==> src/rtl/mem_stage_pkg.sv <==
// Shared definitions for the memory-access stage.
//   state_t  : IDLE / BUSY access FSM state
//   BE_WORD  : byte enables for a full-word access
//   BE_BYTE0 : byte enable for byte lane 0; shifted by the address offset
package mem_stage_pkg;
  typedef enum logic {IDLE = 1'b0, BUSY = 1'b1} state_t;

  localparam logic [3:0] BE_WORD  = 4'hF;
  localparam logic [3:0] BE_BYTE0 = 4'b0001;
endpackage

==> src/rtl/mem_access_stage_if.sv <==
// Data-memory req/ack bus between the memory-access stage and data memory.
//   master : the stage (drives request, address, data, enables)
//   slave  : the memory (drives read data and ack)
interface mem_access_stage_if;
  logic        dmemReq;
  logic        dmemWe;
  logic [31:0] dmemAddr;
  logic [31:0] dmemWdata;
  logic [3:0]  dmemBe;
  logic [31:0] dmemRdata;
  logic        dmemAck;

  modport master (
    output dmemReq, dmemWe, dmemAddr, dmemWdata, dmemBe,
    input  dmemRdata, dmemAck
  );

  modport slave (
    input  dmemReq, dmemWe, dmemAddr, dmemWdata, dmemBe,
    output dmemRdata, dmemAck
  );
endinterface

==> src/rtl/mem_load_align.sv <==
// Combinational load aligner: picks the addressed byte of a memory word and
// sign-extends it for byte loads; word loads pass through.
//   rdata_i  : word returned by data memory
//   offset_i : byte offset within the word (address bits [1:0])
//   byte_i   : 1 = byte load, 0 = word load
//   data_o   : aligned load value
module mem_load_align (
  input  logic [31:0] rdata_i,
  input  logic [1:0]  offset_i,
  input  logic        byte_i,
  output logic [31:0] data_o
);
  logic [7:0] sel;

  // Little-endian: offset 0 is bits [7:0].
  always_comb begin
    sel = rdata_i[7:0];
    case (offset_i)
      2'd0: sel = rdata_i[7:0];
      2'd1: sel = rdata_i[15:8];
      2'd2: sel = rdata_i[23:16];
      2'd3: sel = rdata_i[31:24];
      default: sel = rdata_i[7:0];
    endcase
    data_o = byte_i ? {{24{sel[7]}}, sel} : rdata_i;
  end
endmodule

==> src/rtl/register32Bit.sv <==
// 32-bit register with synchronous active-high reset and load enable.
//   clk, reset : clock / synchronous reset (clears q)
//   en, d      : load q with d on the rising edge when en is high
//   q          : registered value
module register32Bit (
  input  logic        clk,
  input  logic        reset,
  input  logic        en,
  input  logic [31:0] d,
  output logic [31:0] q
);
  always_ff @(posedge clk) begin
    if (reset)   q <= 32'h0;
    else if (en) q <= d;
  end
endmodule

==> src/rtl/mem_access_stage.sv <==
// Memory-access pipeline stage. Non-memory instructions pass the ALU result
// straight to MEM/WB; loads/stores go IDLE -> BUSY and wait on a
// variable-latency req/ack data memory, stalling upstream meanwhile.
//   clk, reset         : clock, synchronous active-high reset
//   memAddr, storedRt2 : effective address / ALU result, store data
//   memRead, memWrite  : load / store
//   memByte            : byte (1) or word (0) access
//   regWriteIn, writeRegIn : destination write enable / index
//   stall              : upstream hold request (combinational)
//   dmem               : data-memory bus (master side)
//   wbData, wbReg, wbRegWrite : registered MEM/WB result
//   memErr             : one-cycle pulse on invalid or timed-out access
module mem_access_stage
  import mem_stage_pkg::*;
#(
  parameter int REG_ADDR_W = 5,
  parameter int MAX_WAIT   = 255
) (
  input  logic                  clk,
  input  logic                  reset,
  input  logic [31:0]           memAddr,
  input  logic [31:0]           storedRt2,
  input  logic                  memRead,
  input  logic                  memWrite,
  input  logic                  memByte,
  input  logic                  regWriteIn,
  input  logic [REG_ADDR_W-1:0] writeRegIn,
  output logic                  stall,
  mem_access_stage_if.master    dmem,
  output logic [31:0]           wbData,
  output logic [REG_ADDR_W-1:0] wbReg,
  output logic                  wbRegWrite,
  output logic                  memErr
);
  localparam logic [7:0] MAX_W = 8'(MAX_WAIT);

  state_t                  state_q;
  logic [7:0]              cnt_q;
  logic [31:0]             addr_q, data_q;
  logic                    byte_q, we_q, regw_q;
  logic [REG_ADDR_W-1:0]   reg_q;
  logic [REG_ADDR_W-1:0]   wb_reg_q;
  logic                    wb_regw_q, err_q;

  logic        is_mem, invalid, busy, at_limit;
  logic [31:0] load_val, wb_data_d;
  logic        wb_data_en;

  assign is_mem   = memRead | memWrite;
  // Read+write together is meaningless; word accesses must be aligned.
  assign invalid  = (memRead & memWrite) | (is_mem & ~memByte & (|memAddr[1:0]));
  assign busy     = (state_q == BUSY);
  assign at_limit = (cnt_q == MAX_W);

  // Stall while launching or waiting; released in the ack or timeout cycle
  // so upstream advances on the same edge the FSM returns to IDLE.
  assign stall = ~reset & ((~busy & is_mem & ~invalid) |
                           (busy & ~dmem.dmemAck & ~at_limit));

  // Bus outputs come from latched state only; idle bus reads as all zero.
  assign dmem.dmemReq   = busy;
  assign dmem.dmemWe    = busy & we_q;
  assign dmem.dmemAddr  = busy ? {addr_q[31:2], 2'b00} : 32'h0;
  assign dmem.dmemBe    = ~busy ? 4'h0 : (byte_q ? (BE_BYTE0 << addr_q[1:0]) : BE_WORD);
  assign dmem.dmemWdata = ~busy ? 32'h0 : (byte_q ? {4{data_q[7:0]}} : data_q);

  mem_load_align u_align (
    .rdata_i  (dmem.dmemRdata),
    .offset_i (addr_q[1:0]),
    .byte_i   (byte_q),
    .data_o   (load_val)
  );

  // wbData updates on pass-through or on a load's ack; otherwise it holds.
  assign wb_data_en = (~busy & ~is_mem) | (busy & dmem.dmemAck & ~we_q);
  assign wb_data_d  = busy ? load_val : memAddr;

  register32Bit u_wbdata (
    .clk   (clk),
    .reset (reset),
    .en    (wb_data_en),
    .d     (wb_data_d),
    .q     (wbData)
  );

  always_ff @(posedge clk) begin
    if (reset) begin
      state_q   <= IDLE;
      cnt_q     <= 8'd0;
      addr_q    <= 32'h0;
      data_q    <= 32'h0;
      byte_q    <= 1'b0;
      we_q      <= 1'b0;
      regw_q    <= 1'b0;
      reg_q     <= '0;
      wb_reg_q  <= '0;
      wb_regw_q <= 1'b0;
      err_q     <= 1'b0;
    end else begin
      err_q     <= 1'b0;
      wb_regw_q <= 1'b0;
      case (state_q)
        IDLE: begin
          if (!is_mem) begin
            wb_reg_q  <= writeRegIn;
            wb_regw_q <= regWriteIn;
          end else if (invalid) begin
            err_q <= 1'b1;
          end else begin
            state_q <= BUSY;
            cnt_q   <= 8'd0;
            addr_q  <= memAddr;
            data_q  <= storedRt2;
            byte_q  <= memByte;
            we_q    <= memWrite;
            regw_q  <= regWriteIn;
            reg_q   <= writeRegIn;
          end
        end
        BUSY: begin
          if (dmem.dmemAck) begin
            state_q   <= IDLE;
            wb_reg_q  <= reg_q;
            wb_regw_q <= regw_q & ~we_q;
          end else if (at_limit) begin
            state_q <= IDLE;
            err_q   <= 1'b1;
          end else begin
            cnt_q <= cnt_q + 8'd1;
          end
        end
        default: state_q <= IDLE;
      endcase
    end
  end

  assign wbReg      = wb_reg_q;
  assign wbRegWrite = wb_regw_q;
  assign memErr     = err_q;
endmodule

==> src/flat_wrapper.sv <==
// flat-port wrapper written by rule: the top's interface ports become plain ports
module mem_access_stage_flat import mem_stage_pkg::*;
#(
  parameter int REG_ADDR_W = 5,
  parameter int MAX_WAIT   = 255
)
  (clk, reset, memAddr, storedRt2, memRead, memWrite, memByte, regWriteIn, writeRegIn, stall, wbData, wbReg, wbRegWrite, memErr, dmem_dmemReq, dmem_dmemWe, dmem_dmemAddr, dmem_dmemWdata, dmem_dmemBe, dmem_dmemRdata, dmem_dmemAck);
  mem_access_stage_if dmem_i ();
  input  logic clk;
  input  logic reset;
  input  logic [31:0] memAddr;
  input  logic [31:0] storedRt2;
  input  logic memRead;
  input  logic memWrite;
  input  logic memByte;
  input  logic regWriteIn;
  input  logic [REG_ADDR_W-1:0] writeRegIn;
  output logic stall;
  output logic [31:0] wbData;
  output logic [REG_ADDR_W-1:0] wbReg;
  output logic wbRegWrite;
  output logic memErr;
  output wire logic [$bits(dmem_i.dmemReq)-1:0] dmem_dmemReq;
  output wire logic [$bits(dmem_i.dmemWe)-1:0] dmem_dmemWe;
  output wire logic [$bits(dmem_i.dmemAddr)-1:0] dmem_dmemAddr;
  output wire logic [$bits(dmem_i.dmemWdata)-1:0] dmem_dmemWdata;
  output wire logic [$bits(dmem_i.dmemBe)-1:0] dmem_dmemBe;
  input wire logic [$bits(dmem_i.dmemRdata)-1:0] dmem_dmemRdata;
  input wire logic [$bits(dmem_i.dmemAck)-1:0] dmem_dmemAck;
  assign dmem_dmemReq = dmem_i.dmemReq;
  assign dmem_dmemWe = dmem_i.dmemWe;
  assign dmem_dmemAddr = dmem_i.dmemAddr;
  assign dmem_dmemWdata = dmem_i.dmemWdata;
  assign dmem_dmemBe = dmem_i.dmemBe;
  assign dmem_i.dmemRdata = dmem_dmemRdata;
  assign dmem_i.dmemAck = dmem_dmemAck;
  mem_access_stage #(.REG_ADDR_W(REG_ADDR_W), .MAX_WAIT(MAX_WAIT)) u_core (.clk(clk), .reset(reset), .memAddr(memAddr), .storedRt2(storedRt2), .memRead(memRead), .memWrite(memWrite), .memByte(memByte), .regWriteIn(regWriteIn), .writeRegIn(writeRegIn), .stall(stall), .dmem(dmem_i), .wbData(wbData), .wbReg(wbReg), .wbRegWrite(wbRegWrite), .memErr(memErr));
endmodule
==> config.mk <==
export PLATFORM = sky130hd
export DESIGN_NAME = mem_access_stage_flat
export DESIGN_NICKNAME = d
export VERILOG_FILES = /design/src/rtl/mem_stage_pkg.sv /design/src/rtl/mem_access_stage_if.sv /design/src/rtl/mem_load_align.sv /design/src/rtl/register32Bit.sv /design/src/rtl/mem_access_stage.sv /design/src/flat_wrapper.sv
export SDC_FILE = /design/constraint.sdc
export NUM_CORES = 1
export LEC_CHECK = 0
export CORE_AREA = 4 4 128 130
export DETAILED_ROUTE_END_ITERATION = 8
export DIE_AREA = 0 0 132 134
export GPL_ROUTABILITY_DRIVEN = 0
export PLACE_DENSITY = 0.76
export REMOVE_ABC_BUFFERS = 1
export SYNTH_ARGS = -nofsm -noshare
export SYNTH_HDL_FRONTEND = slang
export SYNTH_HIERARCHICAL = 1
export SYNTH_SLANG_ARGS = --single-unit
==> constraint.sdc <==
create_clock -name clk -period 1.6 [get_ports clk]
set_input_delay 0.16 -clock clk [delete_from_list [all_inputs] [get_ports clk]]
set_output_delay 0.16 -clock clk [all_outputs]
set_load 0.01 [all_outputs]
[Word level (Yosys, flattened, before mapping)]
Index checks and enable logic that the tools add are counted.
Cells by class
  $add $sub $neg: 1
  equality and inequality tests: 10
  shift-type cells: 1
  multiplexer cells: 29
  bitwise operators: 25
  reductions and logical operators: 5
Operator list (number)
  two-way mux 32 bit: 5
  two-way mux 8 bit: 4
  case mux 8 bit (4 select lines): 1
  case mux 8 bit (2 select lines): 1
  AND 1 bit: 13
  two-way mux 1 bit: 10
  two-way mux 5 bit: 2
  inequality test 2 bit, second input constant: 5
  case mux 5 bit (2 select lines): 1
  adder 8 x 1 -> 8 bit, second input constant: 1
  equality test 8 bit, second input constant: 1
  two-way mux 4 bit: 2
  NOT 1 bit: 8
  case mux 1 bit (2 select lines): 3
  equality test 2 bit, second input constant: 2
  bitwise OR 1 bit: 4
  AND reduction 4 bit: 1
  left shift 1 x 2 -> 4 bit, first input constant: 1
  AND reduction 3 bit: 1
  equality test 2 x 1 -> 1 bit, second input constant: 1
  zero test 2 bit: 1
  inequality test 2 x 1 -> 1 bit, second input constant: 1
  AND reduction 2 bit: 1
  OR reduction 2 bit: 1
Storage, ports and cells
  flip-flop bits (word level): 120
  input bits: 108
  output and inout bits: 110
  logic and storage cells: 83

[Longest topological paths before layout]
  depth in word-level cells: 8
  mapped depth: 8
  depth with buffers taken out: 6

[Modules after synthesis]
Netlist, hierarchy kept.
Modules (own cells, without submodules)
  mem_access_stage: instances 1, cells each 562, area an instance 4357.9 sq um, seq. area each 1761.7 sq um
  register32Bit: instances 1, cells each 103, area an instance 1163.6 sq um, seq. area each 640.6 sq um
  mem_load_align: instances 1, cells each 100, area an instance 653.1 sq um, seq. area each 0.0 sq um

[Worst setup path before layout]
Ideal clock, no wire load.
  path type: reg2reg
  from: register u_core.state_q, in the netlist u_core/dmem.dmemReq
  to: register u_core.u_wbdata.q[0]
  setup time: 128 ps
  arrival: 1532 ps
  required time: 1472 ps
  setup slack: -59 ps
  cell stages (with the launch flop): 9
  period minus slack after synthesis: 1659 ps
  path through: dfxtp_1 > buf_2 > buf_2 > nand2_1 > o21ai_0 > buf_6 > buf_12 > mux2i_1 > nor2_1
On the way
  longest elaborated chain between the ends: 3
RTL lines
  start, declared: line mem_access_stage.sv:37  | state_t state_q;
  start signal, assigned: line mem_access_stage.sv:88  | state_q <= IDLE;
  start signal, assigned: line mem_access_stage.sv:110  | state_q <= BUSY;
  start signal, assigned: line mem_access_stage.sv:122  | state_q <= IDLE;
  AND 1 bit / NOT 1 bit (equally long branches)
  AND 1 bit: line mem_access_stage.sv:75  | assign wb_data_en = (~busy & ~is_mem) | (busy & dmem.dmemAck & ~we_q);
  bitwise OR 1 bit (*): line mem_access_stage.sv:75
  via u_core.wb_data_en: line mem_access_stage.sv:47  | logic wb_data_en;
  end signal, assigned: line register32Bit.sv:13  | if (reset) q <= 32'h0;
  end signal, assigned: line register32Bit.sv:14  | else if (en) q <= d;
  end, declared: line register32Bit.sv:10  | output logic [31:0] q
Mark *: on every way through the listed nets, which the timed path passes. The rest lies on a longest branch.
A chain may end at the register's enable or synchronous reset.

[Worst setup path in the final report]
  from: register u_core.addr_q[1]
  to: register u_core.u_wbdata.q[1]
On the way
  longest elaborated chain between the ends: 4
RTL lines
  start, declared: line mem_access_stage.sv:39  | logic [31:0] addr_q, data_q;
  start signal, assigned: line mem_access_stage.sv:112  | addr_q <= memAddr;
  equality test 2 bit, or another cell as far along: line mem_load_align.sv:18  | case (offset_i)
  case mux 8 bit (4 select lines) (*): line mem_load_align.sv:18
  two-way mux 32 bit (*): line mem_load_align.sv:25  | data_o = byte_i ? {{24{sel[7]}}, sel} : rdata_i;
  via u_core.load_val[1]: line mem_access_stage.sv:46  | logic [31:0] load_val, wb_data_d;
  two-way mux 32 bit (*): line mem_access_stage.sv:76  | assign wb_data_d = busy ? load_val : memAddr;
  via u_core.wb_data_d[1]: line mem_access_stage.sv:46
Marks and branches as above.

==> results.json <==
{
  "slowest_stage": "dfxtp_4",
  "clock-sinks": 120,
  "grt_usage_pct": 24.2,
  "ys_types": 42,
  "irDropWorstVdd_uv": 631,
  "cp.required_ps": 1860,
  "clk_latency_ps": 410,
  "numPlacedInstances": 1164,
  "cts.clk_slew.worst_paths_ps": 50,
  "worst_pin_slew_ps": 605,
  "synth_area_leader_cell": "dfxtp_1",
  "postLayoutCellArea_um2": 10500,
  "ys_warn_count": 6,
  "ys_top_cells_by_area": "dfxtp_1, nand2_1, a21oi_1, mux2_2, mux2i_1",
  "dr.pass1.iters": 4,
  "crit_cells": 8,
  "cp_max_fo": 4,
  "fin_cells": 1237,
  "cts_max_level": 4,
  "boundaryPins": 218,
  "cp.arrival_ps": 2030,
  "initial_core_util_pct": 40.8,
  "cts_buffer_depth": 2,
  "grt_max_degree": 122,
  "syn_inst": 765,
  "rsz0062_at_grt": "yes",
  "fin_skew_ps": 6.36,
  "ant_nets": 0,
  "num_rows": 45,
  "violations": "negative setup slack",
  "core_area_um2": 15100,
  "power_leakage_uw": 0.00436,
  "yosysSeqAreaShare_pct": 38.9,
  "antenna_cells": 0,
  "drc": 0,
  "drive_above_1_share_pct": 32.2,
  "max_freq_mhz": 568,
  "wl_per_cell_um": 18.8,
  "crit_path_end_kind": "flop",
  "slew_headroom_pct": 59.7,
  "min_period_ps": 1760,
  "worst_hold_slack_ps": 43.5,
  "final-setup-viol-count": 103,
  "cts_buffers": 17,
  "postSynthAreaPerCell_um2": 8.07,
  "grt_overflow": 0,
  "crit_type": "flop to flop",
  "post-route-period-util_pct": 110,
  "yosys.area.top_type_share_pct": 38.9,
  "hold_viol": 0,
  "dieHeight_um": 134,
  "cts_tree": "built",
  "routed_wl_um": 23200,
  "drv_slew": 0,
  "synthArstFlopShare_pct": 0,
  "viasPerCell": 5.16,
  "die_area_um2": 17700,
  "outcome": "finished, violations left",
  "cp_top_family": "multiplexers",
  "power_density_nw_per_um2": 918,
  "drt_iter0_drc": 366,
  "syn_area_um2": 6170,
  "start_kind": "flop",
  "crit_buf_inv": 2,
  "r2r_cells": 8,
  "place_area_um2": 8720,
  "clock-root-buffer": "clkbuf_16",
  "antenna_found_initial": 0,
  "crit_chain": "buf_12, buf_16, mux2_4, o22ai_4, a21oi_2, mux2_4, mux2i_1, nor2_1",
  "dp_hpwl_um": 13400,
  "cts_hold_buf": 0,
  "hp-class": "primary input to flop",
  "grt_pass1_wl_um": 34000,
  "layout.nets": 1150,
  "ys_ff_latch": 120,
  "hold_depth": 3,
  "syn_to_final_growth_pct": 69.7,
  "finalSetupTns_ps": -3830,
  "synth_edf_count": 0,
  "synth-main-ff-cell": "dfxtp_1",
  "port_buffers": 215,
  "max_stage_delay_ps": 360,
  "fp.dieW_um": 132,
  "max_cap_violations": 0,
  "grt_pass1_vias": 6276,
  "vias": 6385,
  "setup_slack_ps": -161,
  "cpMostUsedCell": "mux2_4"
}
## registers in the layout (all words and copies together), names as in the netlist
name and flops:
u_core/addr_q 32, u_core/byte_q 1, u_core/cnt_q 8, u_core/data_q 32, u_core/dmem.dmemReq 1, u_core/memErr 1, u_core/reg_q 5, u_core/regw_q 1
u_core/u_wbdata/q 32, u_core/wbReg 5, u_core/wbRegWrite 1, u_core/we_q 1
## power by group
part           total [µW]  internal [µW]  switching [µW]  leakage (µW)
Combinational        2560           1430            1130       0.00309
Clock                3730           2460            1270      0.000279
Sequential           3330           3200             124      0.000984
## cells by family (layout without fill, tap and decap cells)
group / after synthesis / after routing / synth area share (%)
simple gates: 303 / 303 / 22.8
fa+ha+maj: 2 / 2 / 0.365
compound gates: 172 / 172 / 16.0
mux: 78 / 78 / 13.4
flops: 120 / 120 / 38.9
other cells: 1 / 2 / 0.0607
buf+inv: 88 / 371 / 8.27
xor+xnor: 1 / 1 / 0.142
## what timing repair did
| action | in CTS | in global routing |
|---|---|---|
| setup buffers | 17 | 11 |
| setup endpoints to repair | 181 | 132 |
| resized for setup | 349 | 126 |
| endpoints found under the hold margin | 0 | 0 |
| pin swaps | 11 | 33 |
| cloned | 11 | 10 |
## worst paths after layout
kind	startpoint	slack, ps	endpoint
min	memByte	40	u_core/byte_q
max reg2reg	u_core/addr_q[1]	-160	u_core/u_wbdata/q[1]
min reg2reg	u_core/addr_q[16]	450	u_core/addr_q[16]
max	u_core/addr_q[1]	-160	u_core/u_wbdata/q[1]
## worst min-delay path: cells and delay by family
family	cells	cell delay, ps
AO/OA/AOI/OAI	1	50
AND/OR/NAND/NOR	1	60
buffers and inverters	1	140
## cell type report
class	instances	area (µm²)
Fill cell	1203	4670
Tap cell	188	235
Sequential cell	120	2410
Inverter	27	104
Multi-Input combinational cell	558	3760
Clock inverter	3	65.1
Timing Repair Buffer	317	3400
Clock buffer	24	503
## cell usage in the layout (no fill, tap or decap), types with 23 or more instances in the layout
| cell | instances |
|---|---|
| clkdlybuf4s50_1 | 142 |
| nand2b_1 | 26 |
| mux2_4 | 37 |
| a21oi_1 | 91 |
| buf_2 | 41 |
| o21ai_2 | 23 |
| dfxtp_1 | 117 |
| nand2_1 | 141 |
| buf_4 | 41 |
| clkbuf_16 | 27 |
| inv_1 | 26 |
| mux2i_1 | 38 |
| buf_6 | 32 |
| and2_1 | 24 |
| nor2_1 | 44 |
## synthesized netlist by cell type (2+ instances only)
cell type,count
a31oi_1,4
o22ai_1,7
clkbuf_1,25
mux2_2,39
nor3_1,3
inv_1,27
o211ai_1,3
o21ai_0,14
or3_1,2
nand2_1,157
buf_12,3
nand3_1,9
dfxtp_1,120
a21oi_1,113
and3_1,2
buf_6,14
o21ai_2,21
buf_1,2
mux2i_1,39
nand3b_1,9
nand4_1,3
nand2b_1,28
buf_4,2
or4_1,2
nor2_1,44
buf_2,15
a211oi_1,5
and2_1,39
## layer usage
| layer | part of all wire, % | global-route usage (%) | vias to the layer above |
|---|---|---|---|
| li1 | - | - | 3121 |
| met1 | 42 | 28.9 | 3005 |
| met2 | 49 | 42.0 | 236 |
| met3 | 7.4 | 7.46 | 23 |
| met4 | 1.6 | 7.35 | 0 |
| met5 | 0 | 0 | - |
## through the flow
stage / setup slack [ps] / utilization, % / total power [µW]
floorplan: -4330 / - / 4230
global placement: -672 / 57.6 / 5190
detailed placement: -698 / 57.6 / 5230
CTS: -160 / 65.0 / 9380
global route: -191 / 69.2 / 10000
finish: -161 / 69.2 / 9620
Power figures use the tool's default switching activity.
